## src/rtl/keyboard_line_controller.sv

```systemverilog
// Turns PS/2 set-2 key events into an editable ASCII command line and hands it to the CPU
// over a valid/ready handshake. Optional tail-word view enabled by defining KBD_TAIL_WORD_EN.
module keyboard_line_controller #(
  parameter int unsigned LINE_LEN = 32,
  parameter int unsigned ADDR_W   = 5,
  parameter int unsigned LEN_W    = 6
) (
  input  logic              clock,
  input  logic              reset,
  input  logic [7:0]        data_PS2key,
  input  logic              ctrl_PS2pressed,
  input  logic [ADDR_W-1:0] rd_addr,
  output logic [7:0]        rd_char,
  output logic [LEN_W-1:0]  line_len,
  output logic              cmd_valid,
  input  logic              cmd_ready,
  output logic [LEN_W-1:0]  cmd_len,
  output logic              drop_pulse,
  output logic [31:0]       tail_word
);

  typedef enum logic [1:0] {
    S_EDIT   = 2'd0,
    S_SUBMIT = 2'd1,
    S_CLEAR  = 2'd2
  } state_e;

  state_e             state_q, state_d;
  logic               pressed_q, pressed_d;
  logic [LEN_W-1:0]   len_q, len_d;
  logic               cmd_valid_q, cmd_valid_d;
  logic [LEN_W-1:0]   cmd_len_q, cmd_len_d;
  logic               drop_q, drop_d;

  logic [7:0]         line_buf [LINE_LEN];
  logic [7:0]         key_ascii_c;
  logic               key_print_c;
  logic               key_bs_c;
  logic               key_enter_c;
  logic               press_rise_c;
  logic               full_c;
  logic               wr_en_c;

  assign press_rise_c = ctrl_PS2pressed & ~pressed_q;
  assign full_c       = (len_q == LEN_W'(LINE_LEN));

  // Set-2 make code to ASCII; zero means "not printable"
  always_comb begin
    key_ascii_c = 8'h00;
    case (data_PS2key)
      8'h1C: key_ascii_c = 8'h41;  8'h32: key_ascii_c = 8'h42;
      8'h21: key_ascii_c = 8'h43;  8'h23: key_ascii_c = 8'h44;
      8'h24: key_ascii_c = 8'h45;  8'h2B: key_ascii_c = 8'h46;
      8'h34: key_ascii_c = 8'h47;  8'h33: key_ascii_c = 8'h48;
      8'h43: key_ascii_c = 8'h49;  8'h3B: key_ascii_c = 8'h4A;
      8'h42: key_ascii_c = 8'h4B;  8'h4B: key_ascii_c = 8'h4C;
      8'h3A: key_ascii_c = 8'h4D;  8'h31: key_ascii_c = 8'h4E;
      8'h44: key_ascii_c = 8'h4F;  8'h4D: key_ascii_c = 8'h50;
      8'h15: key_ascii_c = 8'h51;  8'h2D: key_ascii_c = 8'h52;
      8'h1B: key_ascii_c = 8'h53;  8'h2C: key_ascii_c = 8'h54;
      8'h3C: key_ascii_c = 8'h55;  8'h2A: key_ascii_c = 8'h56;
      8'h1D: key_ascii_c = 8'h57;  8'h22: key_ascii_c = 8'h58;
      8'h35: key_ascii_c = 8'h59;  8'h1A: key_ascii_c = 8'h5A;
      8'h45: key_ascii_c = 8'h30;  8'h16: key_ascii_c = 8'h31;
      8'h1E: key_ascii_c = 8'h32;  8'h26: key_ascii_c = 8'h33;
      8'h25: key_ascii_c = 8'h34;  8'h2E: key_ascii_c = 8'h35;
      8'h36: key_ascii_c = 8'h36;  8'h3D: key_ascii_c = 8'h37;
      8'h3E: key_ascii_c = 8'h38;  8'h46: key_ascii_c = 8'h39;
      8'h29: key_ascii_c = 8'h20;  8'h4E: key_ascii_c = 8'h2D;
      default: key_ascii_c = 8'h00;
    endcase
  end

  assign key_print_c = (key_ascii_c != 8'h00);
  assign key_bs_c    = (data_PS2key == 8'h66);
  assign key_enter_c = (data_PS2key == 8'h5A);

  // Next-state and next-output logic
  always_comb begin
    state_d     = state_q;
    pressed_d   = ctrl_PS2pressed;
    len_d       = len_q;
    cmd_valid_d = cmd_valid_q;
    cmd_len_d   = cmd_len_q;
    drop_d      = 1'b0;
    wr_en_c     = 1'b0;
    case (state_q)
      S_EDIT: begin
        if (press_rise_c) begin
          if (key_print_c) begin
            if (!full_c) begin
              wr_en_c = ~reset;
              len_d   = len_q + LEN_W'(1);
            end else begin
              drop_d = 1'b1;
            end
          end else if (key_bs_c && (len_q != '0)) begin
            len_d = len_q - LEN_W'(1);
          end else if (key_enter_c && (len_q != '0)) begin
            state_d     = S_SUBMIT;
            cmd_valid_d = 1'b1;
            cmd_len_d   = len_q;
          end
        end
      end
      S_SUBMIT: begin
        drop_d = press_rise_c;
        if (cmd_valid_q && cmd_ready) begin
          cmd_valid_d = 1'b0;
          state_d     = S_CLEAR;
        end
      end
      S_CLEAR: begin
        drop_d      = press_rise_c;
        cmd_valid_d = 1'b0;
        len_d       = '0;
        state_d     = S_EDIT;
      end
      default: state_d = S_EDIT;
    endcase
  end

  always_ff @(posedge clock) begin
    if (reset) begin
      state_q     <= S_EDIT;
      pressed_q   <= 1'b0;
      len_q       <= '0;
      cmd_valid_q <= 1'b0;
      cmd_len_q   <= '0;
      drop_q      <= 1'b0;
    end else begin
      state_q     <= state_d;
      pressed_q   <= pressed_d;
      len_q       <= len_d;
      cmd_valid_q <= cmd_valid_d;
      cmd_len_q   <= cmd_len_d;
      drop_q      <= drop_d;
    end
  end

  // Line storage is deliberately left uninitialised; len_q bounds every read
  always_ff @(posedge clock) begin
    if (wr_en_c) line_buf[len_q[ADDR_W-1:0]] <= key_ascii_c;
  end

  assign rd_char    = (LEN_W'(rd_addr) < len_q) ? line_buf[rd_addr] : 8'h00;
  assign line_len   = len_q;
  assign cmd_valid  = cmd_valid_q;
  assign cmd_len    = cmd_len_q;
  assign drop_pulse = drop_q;

`ifdef KBD_TAIL_WORD_EN
  // Newest character in the low byte; positions before the line start read zero
  always_comb begin
    tail_word = 32'h0;
    for (int i = 0; i < 4; i++) begin
      if (len_q > LEN_W'(i))
        tail_word[8*i +: 8] = line_buf[ADDR_W'(len_q - LEN_W'(i + 1))];
    end
  end
`else
  assign tail_word = 32'h0;
`endif

endmodule

```

## config.mk

```make
export PLATFORM = sky130hd
export DESIGN_NAME = keyboard_line_controller
export DESIGN_NICKNAME = d
export VERILOG_FILES = /design/src/rtl/keyboard_line_controller.sv
export SDC_FILE = /design/constraint.sdc
export NUM_CORES = 1
export LEC_CHECK = 0
export BUFFER_PORTS_ARGS = -buffer_cell sky130_fd_sc_hd__buf_2
export CELL_PAD_IN_SITES_DETAIL_PLACEMENT = 1
export CELL_PAD_IN_SITES_GLOBAL_PLACEMENT = 2
export CORE_MARGIN = 8
export CORE_UTILIZATION = 49
export CTS_BUF_LIST = sky130_fd_sc_hd__clkbuf_16
export DETAILED_ROUTE_END_ITERATION = 7
export GPL_TIMING_DRIVEN = 1
export PLACE_DENSITY = 0.95
export SYNTH_ARGS = -nofsm -noshare
export SYNTH_HDL_FRONTEND = slang
export SYNTH_SLANG_ARGS = --single-unit
```

## constraint.sdc

```tcl
create_clock -name clock -period 10.8 [get_ports clock]
set_input_delay 3.24 -clock clock [delete_from_list [all_inputs] [get_ports clock]]
set_output_delay 3.24 -clock clock [all_outputs]
set_load 0.01 [all_outputs]
```

Word-level counts from Yosys, hierarchy flattened
Memories as Yosys holds them, arrays and structs flattened. Cells that the tools add are included.

Flip-flop bits (word level): 17. RAM bits: 256. Bits in read-only memories: 896. Input bits: 17. Output and inout port bits: 54. Word-level logic and storage cells: 70. Memories kept: 2.

$add $sub $neg: 2. Order comparisons: 1. Equality and inequality tests: 12. Mux-type cells: 29. Bitwise gates (word level): 5. Reductions and logical operators: 13.

Memories: (name not given) (depth 128, width 7, rd ports 1, clocked after Yosys merged registers in 0, write ports 0, line 50) `case (data_PS2key)`; line_buf (depth 32, width 8, rd ports 1, clocked after Yosys merged registers in 0, write ports 1, line 35) `logic [7:0] line_buf [LINE_LEN];`.

Operators with widths (number): 6-bit 2-to-1 mux (4); 8-bit by 7-bit == test with 1-bit output (second input constant) (2); 8-bit 2-to-1 mux (2); 1-bit 2-to-1 mux (14); 6-bit case mux with 2 select lines (1); 2-bit 2-to-1 mux (5); 2-bit inequality test (second input constant) (5); 5-bit AND reduction (2); 8-bit nonzero test (1); 6-bit by 1-bit adder with 6-bit output (second input constant) (1); 6-bit == test (second input constant) (1); 5-bit by 6-bit < comparator with 1-bit output (1); 3-bit inequality test (second input constant) (2); 6-bit AND reduction (1); 6-bit nonzero test (1); 6-bit by 1-bit subtractor with 6-bit output (second input constant) (1); 1-bit inverter (4); 2-bit case mux with 2 select lines (1); 4-bit AND reduction (1); 1-bit logical AND (3); 1-bit case mux with 3 select lines (1); 3-bit nonzero test (1); 2-bit by 1-bit == test with 1-bit output (second input constant) (1); 2-bit == test (second input constant) (1); other kinds (5) (5).

Logic depth before layout (Yosys ltp)
An unclocked memory read counts as a cell.

Depth after elaboration: 8. Mapped depth: 19. Mapped depth without buffers: 18.

Least setup slack after synthesis
Ideal clock, no wire load.

Path type: input-to-output. Start: in rd_addr[0]. End: out rd_char[0]. Arrival: 5.444 ns. Data required time: 7.560 ns. Slack: 2.116 ns. Cell stages on the path: 6. Path buffers: 2. Path through: clkbuf_1 buf_1 mux4_2 mux4_2 mux2i_1 nor2_1.

Longest elaborated chain between the ends: 2. Elaborated cells on any way between the ends: 3. Those cells by class: order compare (1); mux (1); memory (1).

Ends and longest elaborated chain: start: declaration (line 12) `input logic [ADDR_W-1:0] rd_addr,`; memory 32 x 8 bit / 5-bit by 6-bit < comparator with 1-bit output (equally long branches); 8-bit 2-to-1 mux * (line 146) `assign rd_char = (LEN_W'(rd_addr) < len_q) ? line_buf[rd_addr] : 8'h00;`; end: declaration (line 13) `output logic [7:0] rd_char,`.

Mark *: on every way between the ends. The rest lies on a longest branch, timed or not.

Final worst setup path
Start: in rd_addr[1]. End: out rd_char[2].

The elaborated chain is that of the path after synthesis.

==> results.yml <==
timing:
  slew_viol_final: 0
  fin_tns_setup_ns: 0
  clock.fmax_mhz: 109.5
  period_share_pct: 84.58
  tightest_slew_ns: 1.134
  min_period_ns: 9.135
  final_hold_viol_count: 0
  relSlewSlack_pct: 24.41
  final.setup_skew_ns: 0.009273
  finalSetupViolCount: 0
  rsz0062_at_grt: "false"
  whs_ns: 0.4722
worst_setup_path:
  path_class: "input pin to output pin"
  path_delay_family: "buffers and inverters"
  end_kind: "output pin"
  r2r_slack_ns: 7.86
  reg2reg_depth: 7
  cp_slowest_cell: "buf_2"
  worst_ep_required_time_ns: 7.56
  regToRegEndpoint: "line_buf[7][4]$_DFFE_PP_"
  crit_path_start_kind: "input pin"
  crit_path_cell_trace: "buf_2 -> buf_4 -> mux4_2 -> mux4_2 -> mux2i_1 -> nor2_1 -> buf_2"
  critPathMaxStageDelay_ns: 0.79
  crit_arrival_ns: 5.89
  r2r-start: "state_q[1]$_SDFFE_PP0P_"
  worstPathMaxFanout: 41
  path_buf_inv: 3
clocking:
  cts_root_buffer: "clkbuf_16"
  post-cts-setup-buffer-count: 0
  clk_path_buf_depth: 3
  ctsHoldBuffers: 0
  cts_resized: 0
  numCtsBuffers: 25
  cts_tree: "yes"
  cts_sinks: 241
  path_clk_slew_ns: 0.06
  worstSkewPairLatency_ns: 0.51
  htreeDepth: 1
detailed_routing:
  drt_first_pass_iters: 4
  drt-total-wl_um: 26530
  post_drt_via_cell_ratio: 6.101
  wl_per_cell_um: 26.94
  antenna_left: 0
  vias: 6009
  drt_iter0_drc: 573
  drc: 0
logic_synthesis:
  synth_edf_count: 224
  synth_top_cell_by_area: "edfxtp_1"
  synth_ff_type: "edfxtp_1"
  ys_seq_area_share_pct: 65.01
  synth_common_cells: "224 x edfxtp_1, 72 x mux4_2, 63 x nor2_1, 36 x buf_4, 21 x nand2_1"
  synth-seq-cells: 241
  yosys_warnings: 0
  yosysMostFrequentCell: "edfxtp_1"
  synth_compound_area_share_pct: 4.558
  synth_cell_types: 64
  synthXorXnorAreaFrac_pct: 0.4029
  synth_top_family_by_area: "multiplexers"
  yosys.area_share.adder_pct: 2.371
  async_reset_ff_share_pct: 0
  syn_area_um2: 10870
  syn_inst: 656
  synth.area.mux_share_pct: 16.41
  synth_area_per_cell_um2: 16.57
  synth-simple-area-share_pct: 6.814
  synth_top_area_share_pct: 61.88
  synth_area_leaders: "edfxtp_1 62%, mux4_2 15%, dfxtp_1 3.1%"
final_layout:
  ff_latch_area_um2: 7067
  design_area_um2: 11890
  nFillCells: 2032
  multi_input_area_um2: 3470
  layout-drive-gt1-share_pct: 22.27
  fin_nets: 726
  n_antenna_cell: 0
  syn_to_final_growth_pct: 9.358
power_and_ir_drop:
  leakage_nw: 4.081
  worst_ir_drop_vdd_mv: 0.09760
  switchingPower_w: 0.0004780
  combPwrFrac_pct: 10.3
  p_clk_share_pct: 37.6
  p_int_w: 0.001521
  p_per_area_nw_per_um2: 168.1
  p_seq_share_pct: 52.1
  power.total_w: 0.001999
  p_sw_share_pct: 23.91
floorplan:
  rows: 54
  ios: 71
  die_w_um: 164.9
  core-area_um2: 21820
  floorplan.die_area_um2: 27210
  fp.dieH_um: 164.9
  initial_core_util_pct: 49.81
global_route:
  grt.total_usage_pct: 19.89
  grt_pass1_wl_um: 40520
  grt_max_degree: 58
  antenna_found_initial: 1
  grt_overflow: 0
  grt_pass1_vias: 6531
placement:
  hpwlAfterDp_um: 17300
  numPortBuffers: 37
  placed_cell_area_um2: 11190
  globalplace.congestion: 0.8636
job:
  cap_violations: 0
min_path:
  worstHoldStart: "cmd_len[5]$_SDFFE_PP0P_"
  hp-class: "register to register"
  hold_path_depth: 2
  min_to: "cmd_len[5]$_SDFFE_PP0P_"
run_status:
  status: "finished clean"
-- per-layer routing --
layer,vias up,track usage [%],wire length [µm]
li1,2583,-,-
met5,-,0,13
met2,216,34.43,13930
met4,2,3.440,303
met1,3175,26.33,10670
met3,33,3.390,1616
-- cell usage in the layout, fill, tap and decap left out, types with 3 or more instances in the layout --
master     Yosys  routed
edfxtp_1     224     224
mux4_2        72      72
nor2_1        63      63
buf_2          7      36
conb_1         1      33
inv_1         18      26
clkbuf_16      0      25
nand2_1       21      21
ha_1          19      19
a21oi_1       17      17
dfxtp_1       17      17
nor2b_1       15      15
mux2i_1       14      14
nand2b_1      11      11
o21ai_0        8       8
clkinv_1       0       8
nand3_1        7       7
buf_4         36       7
nor3_1         6       5
nand4_1        5       5
nand3b_1       4       4
o32ai_1        4       4
and2b_1        3       3
o22ai_1        3       3
xnor2_1        3       3
-- worst register-to-register path, delay by kind of cell, from the launching register on --
family | cells | cell delay (ns)
fa+ha+maj | 1 | 0.43
buf+inv | 1 | 0.11
flops | 1 | 0.33
simple gates | 5 | 1.68
-- flip-flops by register name, summed over array words and instances, names as in the netlist --
| name | count |
|---|---|
| line_len | 6 |
| state_q | 2 |
| drop_pulse | 1 |
| cmd_valid | 1 |
| cmd_len | 6 |
| line_buf | 224 |
| pressed_q | 1 |
-- power groups by stage --
| stage | registers, W | logic [W] | clock network, W |
|---|---|---|---|
| after floorplan | 0.00106 | 0.000148 | 0 |
| after global placement | 0.00106 | 0.000194 | 0 |
| after detailed placement | 0.00106 | 0.000203 | 0 |
| after CTS | 0.00104 | 0.000206 | 0.000760 |
| after global routing | 0.00104 | 0.000222 | 0.000794 |
| final | 0.00104 | 0.000205 | 0.000752 |
-- metrics by stage --
step                      setup WS [ns]  std cells  utilization (%)
after global routing              1.556        985            54.47
final                             1.665        985            54.47
after CTS                         1.688        985            54.47
after floorplan                   2.116        688                -
after detailed placement          1.681        942            51.26
after global placement            1.655        942            51.26
-- layout make-up --
cell class              instances  area share [%]
clock buffers                  25           5.263
repair buffers                 43           1.958
clock inverters                18          0.6315
well taps                     280           2.947
inverters                      18          0.5684
flip-flops and latches        241           59.45
multi-input cells             360           29.19
-- cells by family (layout without fill, tap and decap cells) --
family          after synthesis  after routing
simple gates                149            149
mux                          88             88
fa+ha+maj                    20             20
buf+inv                      87            104
compound gates               65             65
flops                       241            241
xor+xnor                      5              5
other cells                   1             33
-- worst max path at each step --
| stage | start | to | slack [ns] | depth (start not counted) |
|---|---|---|---|---|
| after floorplan | rd_addr[0] | rd_char[0] | 2.12 | 6 |
| after global placement | rd_addr[1] | rd_char[3] | 1.66 | 7 |
| after detailed placement | rd_addr[1] | rd_char[3] | 1.68 | 7 |
| after CTS | rd_addr[1] | rd_char[2] | 1.69 | 7 |
| after global routing | rd_addr[0] | rd_char[1] | 1.56 | 10 |
| final | rd_addr[1] | rd_char[2] | 1.67 | 7 |
Note: power is estimated with default switching activity, not from simulation.
